## src/rtl/axi4_req_master.sv

```systemverilog
// Single-outstanding AXI4 burst master: turns one command plus a write-beat or
// read-beat stream into AW/W/B or AR/R channel traffic with INCR bursts.
module axi4_req_master #(
  parameter logic [1:0] AXI_BURST = 2'b01,
  parameter logic [3:0] AXI_ID    = 4'd0
) (
  input  logic        clk_i,
  input  logic        rst_i,
  // command side
  input  logic        req_valid_i,
  input  logic        req_write_i,
  input  logic [31:0] req_addr_i,
  input  logic [7:0]  req_len_i,
  output logic        req_ready_o,
  // write beat stream
  input  logic        wdata_valid_i,
  input  logic [31:0] wdata_i,
  input  logic [3:0]  wstrb_i,
  output logic        wdata_ready_o,
  // read beat stream
  output logic        rdata_valid_o,
  output logic [31:0] rdata_o,
  output logic        rdata_last_o,
  output logic        rdata_error_o,
  input  logic        rdata_ready_i,
  // write completion
  output logic        wresp_valid_o,
  output logic        wresp_error_o,
  // AXI4 write address
  output logic        axi_awvalid_o,
  output logic [31:0] axi_awaddr_o,
  output logic [3:0]  axi_awid_o,
  output logic [7:0]  axi_awlen_o,
  output logic [1:0]  axi_awburst_o,
  input  logic        axi_awready_i,
  // AXI4 write data
  output logic        axi_wvalid_o,
  output logic [31:0] axi_wdata_o,
  output logic [3:0]  axi_wstrb_o,
  output logic        axi_wlast_o,
  input  logic        axi_wready_i,
  // AXI4 write response
  input  logic        axi_bvalid_i,
  input  logic [1:0]  axi_bresp_i,
  input  logic [3:0]  axi_bid_i,
  output logic        axi_bready_o,
  // AXI4 read address
  output logic        axi_arvalid_o,
  output logic [31:0] axi_araddr_o,
  output logic [3:0]  axi_arid_o,
  output logic [7:0]  axi_arlen_o,
  output logic [1:0]  axi_arburst_o,
  input  logic        axi_arready_i,
  // AXI4 read data
  input  logic        axi_rvalid_i,
  input  logic [31:0] axi_rdata_i,
  input  logic [1:0]  axi_rresp_i,
  input  logic [3:0]  axi_rid_i,
  input  logic        axi_rlast_i,
  output logic        axi_rready_o
);

  typedef enum logic [2:0] {
    IDLE,
    RD_ADDR,
    RD_DATA,
    WR,
    WR_RESP
  } state_t;

  state_t      state_q, state_d;
  logic [31:0] addr_q, addr_d;
  logic [7:0]  len_q, len_d;
  logic [7:0]  wcnt_q, wcnt_d;
  logic        aw_done_q, aw_done_d;
  logic        w_done_q, w_done_d;
  // Low through reset so req_ready_o stays 0 until the first edge after release.
  logic        out_en_q;

  logic        wlast;
  logic        aw_hs;
  logic        w_hs;

  // Only one transaction is in flight, so both address channels share the
  // registered command, and the stream data passes straight through.
  assign axi_awaddr_o  = addr_q;
  assign axi_awlen_o   = len_q;
  assign axi_awid_o    = AXI_ID;
  assign axi_awburst_o = AXI_BURST;
  assign axi_araddr_o  = addr_q;
  assign axi_arlen_o   = len_q;
  assign axi_arid_o    = AXI_ID;
  assign axi_arburst_o = AXI_BURST;
  assign axi_wdata_o   = wdata_i;
  assign axi_wstrb_o   = wstrb_i;
  assign rdata_o       = axi_rdata_i;

  // Response IDs are not checked: with one outstanding transaction they carry
  // no information.
  logic unused_ids;
  assign unused_ids = ^{axi_bid_i, axi_rid_i};

  // NOTE: sequential state uses non-blocking (<=) so every flop samples the
  // pre-edge values; the reset is synchronous, so it lives inside the edge.
  always_ff @(posedge clk_i) begin
    if (!rst_i) begin
      state_q   <= IDLE;
      addr_q    <= '0;
      len_q     <= '0;
      wcnt_q    <= '0;
      aw_done_q <= 1'b0;
      w_done_q  <= 1'b0;
      out_en_q  <= 1'b0;
    end else begin
      state_q   <= state_d;
      addr_q    <= addr_d;
      len_q     <= len_d;
      wcnt_q    <= wcnt_d;
      aw_done_q <= aw_done_d;
      w_done_q  <= w_done_d;
      out_en_q  <= 1'b1;
    end
  end

  // NOTE: every signal written here gets a default first, so no path through
  // the case statement can leave one unassigned and infer a latch.
  always_comb begin
    state_d       = state_q;
    addr_d        = addr_q;
    len_d         = len_q;
    wcnt_d        = wcnt_q;
    aw_done_d     = aw_done_q;
    w_done_d      = w_done_q;
    req_ready_o   = 1'b0;
    wdata_ready_o = 1'b0;
    rdata_valid_o = 1'b0;
    rdata_last_o  = 1'b0;
    rdata_error_o = 1'b0;
    wresp_valid_o = 1'b0;
    wresp_error_o = 1'b0;
    axi_awvalid_o = 1'b0;
    axi_wvalid_o  = 1'b0;
    axi_wlast_o   = 1'b0;
    axi_bready_o  = 1'b0;
    axi_arvalid_o = 1'b0;
    axi_rready_o  = 1'b0;
    wlast         = 1'b0;
    aw_hs         = 1'b0;
    w_hs          = 1'b0;

    case (state_q)
      IDLE: begin
        req_ready_o = out_en_q;
        if (req_valid_i && out_en_q) begin
          addr_d    = req_addr_i;
          len_d     = req_len_i;
          wcnt_d    = '0;
          aw_done_d = 1'b0;
          w_done_d  = 1'b0;
          state_d   = req_write_i ? WR : RD_ADDR;
        end
      end

      RD_ADDR: begin
        axi_arvalid_o = 1'b1;
        if (axi_arready_i) state_d = RD_DATA;
      end

      RD_DATA: begin
        // The slave's rlast ends the burst, whatever the requested length was.
        rdata_valid_o = axi_rvalid_i;
        axi_rready_o  = rdata_ready_i;
        rdata_last_o  = axi_rlast_i;
        rdata_error_o = (axi_rresp_i != 2'b00);
        if (axi_rvalid_i && rdata_ready_i && axi_rlast_i) state_d = IDLE;
      end

      WR: begin
        // AW and W progress independently; the burst is done once both are.
        wlast         = !w_done_q && (wcnt_q == len_q);
        axi_awvalid_o = !aw_done_q;
        axi_wvalid_o  = !w_done_q && wdata_valid_i;
        wdata_ready_o = !w_done_q && axi_wready_i;
        axi_wlast_o   = wlast;
        aw_hs         = !aw_done_q && axi_awready_i;
        w_hs          = !w_done_q && wdata_valid_i && axi_wready_i;
        if (aw_hs) aw_done_d = 1'b1;
        if (w_hs) begin
          if (wlast) w_done_d = 1'b1;
          else       wcnt_d   = wcnt_q + 8'd1;
        end
        if (aw_done_d && w_done_d) state_d = WR_RESP;
      end

      WR_RESP: begin
        axi_bready_o = 1'b1;
        if (axi_bvalid_i) begin
          wresp_valid_o = 1'b1;
          wresp_error_o = (axi_bresp_i != 2'b00);
          state_d       = IDLE;
        end
      end

      default: state_d = IDLE;
    endcase
  end

endmodule

```

## config.mk

```make
export PLATFORM = sky130hd
export DESIGN_NAME = axi4_req_master
export DESIGN_NICKNAME = d
export VERILOG_FILES = /design/src/rtl/axi4_req_master.sv
export SDC_FILE = /design/constraint.sdc
export NUM_CORES = 1
export LEC_CHECK = 0
export CELL_PAD_IN_SITES_DETAIL_PLACEMENT = 0
export CELL_PAD_IN_SITES_GLOBAL_PLACEMENT = 1
export CORE_MARGIN = 3
export CORE_UTILIZATION = 18
export CTS_CLUSTER_DIAMETER = 50
export DETAILED_ROUTE_END_ITERATION = 16
export PLACE_DENSITY = 0.78
export SLEW_MARGIN = 30
export SYNTH_ARGS = -nofsm -noshare
export SYNTH_HDL_FRONTEND = slang
export SYNTH_SLANG_ARGS = --single-unit
```

## constraint.sdc

```tcl
create_clock -name clk_i -period 1.8 [get_ports clk_i]
set_input_delay 0.36 -clock clk_i [delete_from_list [all_inputs] [get_ports clk_i]]
set_output_delay 0.36 -clock clk_i [all_outputs]
set_load 0.05 [all_outputs]
```

* Word level (Yosys, flattened, before mapping)
Index checks and enable logic that the tools add are counted.
Word-level totals: register bits after elaboration 54, output and inout bits 173, word-level logic and storage cells 74
Cells by class: add/sub/neg operators 1, eq/ne operators 12, multiplexer cells 35, reductions and logical operators 19
Operators with widths (count):
- $mux 8 | 3
- $mux 1 | 22
- $pmux 8 s2 | 1
- $mux 3 | 5
- $pmux 3 s5 | 1
- $ne 2x2->1 const B | 7
- $logic_and 1x1->1 | 9
- $add 8x1->8 const B | 1
- $eq 8x8->1 | 1
- $eq 3x2->1 const B | 2
- $reduce_bool 2->1 | 3
- $reduce_and 5->1 | 1
- $pmux 1 s2 | 2
- $reduce_and 2->1 | 2
- $reduce_and 4->1 | 1
- $eq 3x1->1 const B | 1
- $eq 3x3->1 const B | 1
- $logic_not 3->1 | 1
- $logic_not 1->1 | 2
- $mux 2 | 1

* Logic depth before layout (Yosys ltp)
depth in word-level cells 8, mapped depth 7, depth with buffers taken out 5

* Worst setup path after synthesis
OpenSTA, ideal clock, no wires.
path type reg2out, start point register state_q[0], end point output port wresp_error_o, arrival time 2.820 ns, slack -1.380 ns, cell stages (with the launch flop) 5, path buffers 1, cell sequence dfxtp_1 -> clkbuf_1 -> nor3b_1 -> and2_1 -> o21a_1
On the way: word-level cells in the longest chain between the ends 2
RTL lines:
- from (decl) | line 71 | state_t state_q, state_d;
- from (signal assigned) | line 115 | state_q <= state_d;
- $eq 3x3->1 | line 151 | case (state_q)
- $mux 1 | line 151
- to (decl) | line 28 | output logic wresp_error_o,
No other way between the ends.

* Final worst setup path
start point register len_q[6], in the netlist axi_arlen_o[6], end point output port axi_wlast_o
On the way: word-level cells in the longest chain between the ends 3
RTL lines:
- from (decl) | line 73 | logic [7:0] len_q, len_d;
- from (signal assigned) | line 117 | len_q <= len_d;
- $eq 8x8->1 | line 180 | wlast = !w_done_q && (wcnt_q == len_q);
- $logic_and 1x1->1 | line 180
- $mux 1 | line 151
- to (decl) | line 40 | output logic axi_wlast_o,
No other way between the ends.

==> metrics <==
grt ovf 0; Worst Skew 7.07 ps; CTS Sinks 54; gpl congestion 0.729; Remaining DRCs 0; Worst EP arrival 1560 ps; pre-CTS setup slack -366 ps; endpoint class of the critical path output port; number of synthesized flops with an enable pin 0; layout cells sized above 1 0.383; clock tree buffer depth 2; Hold Vio Cnt, Final 0; VDD IR max 0.406 mV; Seq/Total Area, Yosys 0.327; die height 142 um; Synth Register Bits 54; Final nets 607; reg2reg path depth 5; Critical Path Max Stage Delay 360 ps; RSZ-0062 raised after global routing true; Layout area overhead 41.7%; initial antenna violation count 0; setup TNS -168 ps; met1 Resource Use GR 0.0932; post-synthesis cell type count 42; Reg-to-Reg End wcnt_q[7]; worst reg2reg setup slack -50 ps; M2 GR Usage 0.150; Cell Area, Synth 3310 sq um; die area 20,000 sq um; MaxCap Viol Count 0; fmax 0.521 GHz; DR vias 2,748; I/O pins 305; first-pass GRT wire length 13,500 um; Placement Rows 48; Crit-path slowest cell dfxtp_4; Static Leakage 0.00187 uW; clk slew on worst S/H paths 70 ps; top-area cell type share of the netlist area 0.327; Hold Path End out_en_q; cell taking the most area after synthesis dfxtp_1; FILL cells 1,927; # hold bufs at CTS 0; Detail Placement HPWL 7040 um; Avg Inst Size Synth 8.11 sq um; Top Usage Layer GRT met2; largest net degree at the start of global routing 28; WS Path Type flop to output port; Power Density 1090 nW/um^2; CTS Root Cell clkbuf_16; crit path cell chain xnor2_2, nand4_1, buf_6, nor3_4, buf_12; worst hold path stage count 2; TritonCTS clock tree done; Starting DRT DRC Count 93; most used flip-flop cell after synthesis dfxtp_1; die width 142 um; status complete, but fails checks; DR pass1 iterations 4; Non-Filler Instances 700; CTS Buf Count 5; final slew viol count 0; Worst R2R Start state_q[2]; Post-DRT Antenna Nets 0; fin crit period 1920 ps; critical path required time 1440 ps; port bufs 148; H-tree depth 2; Skew-Pair Late Insertion Delay 300 ps; Total Wirelength 9400 um; Ys Warns 0; Worst Hold Launch rst_i; Cells after Synth 408; CP Launch Type flop; hold crit path type input port to flop; ys async rst share 0; vias in the first global route 2,563; failing checks negative setup slack; antenna cells 0; gr usage total 0.0858; setup violators final 2; M3 GR Usage 0.0324; DR WL/cell 13.4 um; Synth area leaders dfxtp_1, buf_4, nand2_1, a21boi_0, xnor2_1; cell count after placement 680; Worst Path Max Fanout 4; Final Cycle Share 1.07; via/cell ratio 3.93; Final Worst Setup Slack -119 ps; core area 17,700 sq um; Initial Util 0.187
-- metrics by stage --
step / power (uW) / hold WS, ps / util / cell area (sq um)
CTS: 5090 / 435 / 0.258 / 4560
global route: 5380 / 447 / 0.266 / 4690
floorplan: 3590 / 388 / - / 3410
global placement: 3970 / 468 / 0.246 / 4340
detailed placement: 3980 / 479 / 0.246 / 4340
finish: 5130 / 450 / 0.266 / 4690
-- placed cells by master, fill, tap and decap left out, types with 3 or more instances in the layout --
master	count
conb_1	12
a21boi_0	40
nand4_1	4
o21ai_1	3
buf_4	111
dfxtp_2	11
clkdlybuf4s50_1	54
a21oi_1	6
and2_1	4
buf_6	3
nor2_1	4
and2_4	4
xnor2_1	4
clkbuf_16	5
dfxtp_1	39
or3_1	5
dfxtp_4	4
nand2_1	88
o21ai_0	4
xnor2_2	4
buf_12	16
-- layer usage --
metal	up-vias	part of all wire
li1	1338	-
met1	1238	0.38
met2	141	0.50
met3	31	0.090
met4	0	0.025
met5	-	0
-- area by class of cell --
class,count,area (sq um),share of cell area
Sequential cell,54,1110,0.237
Inverter,2,7.51,0.00160
Timing Repair Buffer,186,1740,0.371
Clock buffer,6,129,0.0275
Clock inverter,2,8.76,0.00187
Multi-Input combinational cell,225,1420,0.302
Tap cell,225,282,0.0600
-- cell families (layout without fill, tap and decap cells) --
| logic type | count (synthesis) | in the layout | share of synthesized area |
|---|---|---|---|
| adders and majority gates | 1 | 1 | 0.00378 |
| other | 2 | 12 | 0.00227 |
| DFF | 54 | 54 | 0.327 |
| buffers and inverters | 139 | 196 | 0.299 |
| xor gates and xnor gates | 8 | 8 | 0.0212 |
| muxes | 1 | 1 | 0.00302 |
| AOI/OAI and AO/OA | 69 | 69 | 0.153 |
| and+or+nand+nor | 134 | 134 | 0.192 |
-- registers in the layout, indices dropped and copies added (netlist names) --
name / cells
axi_arlen_o: 8
wcnt_q: 8
w_done_q: 1
axi_araddr_o: 32
state_q: 3
aw_done_q: 1
out_en_q: 1
-- cell usage after synthesis (4+ instances only) --
cell / n
or3_1: 5
nor2_1: 6
a21boi_0: 42
xnor2_1: 8
dfxtp_1: 54
o21ai_0: 8
buf_4: 120
and2_1: 8
nand2_1: 89
a21oi_1: 7
clkbuf_1: 14
nand4_1: 4
-- worst max path at each step --
stage                    from            end  cells after the start
6_report       axi_arlen_o[6]    axi_wlast_o                      5
5_1_grt        axi_arlen_o[6]    axi_wlast_o                      5
2_1_floorplan      state_q[0]  wresp_error_o                      4
3_5_place_dp      req_valid_i      wcnt_q[7]                      6
4_1_cts             wcnt_q[6]    axi_wlast_o                      5
3_3_place_gp      req_valid_i      wcnt_q[7]                      6
-- what timing repair did --
| item | 4_1_cts | 5_1_grt |
|---|---|---|
| resized for setup | 11 | 28 |
| buffers inserted | 5 | 5 |
| pin swaps | 2 | 7 |
| endpoints found under the setup margin | 17 | 20 |
| gates cloned | 1 | 1 |
-- where the power goes --
part	leakage (uW)	internal [uW]	switching, uW
Sequential	0.000447	1330	115
Clock	0.0000683	511	451
Combinational	0.00135	1040	1680
-- critical path, delay by kind of cell, from the launching register on --
kind          cells  cell delay (ps)
xor+xnor          1              170
buf+inv           2              340
flops             1              360
simple gates      2              400
No activity file was read; power rests on OpenSTA's default activity.
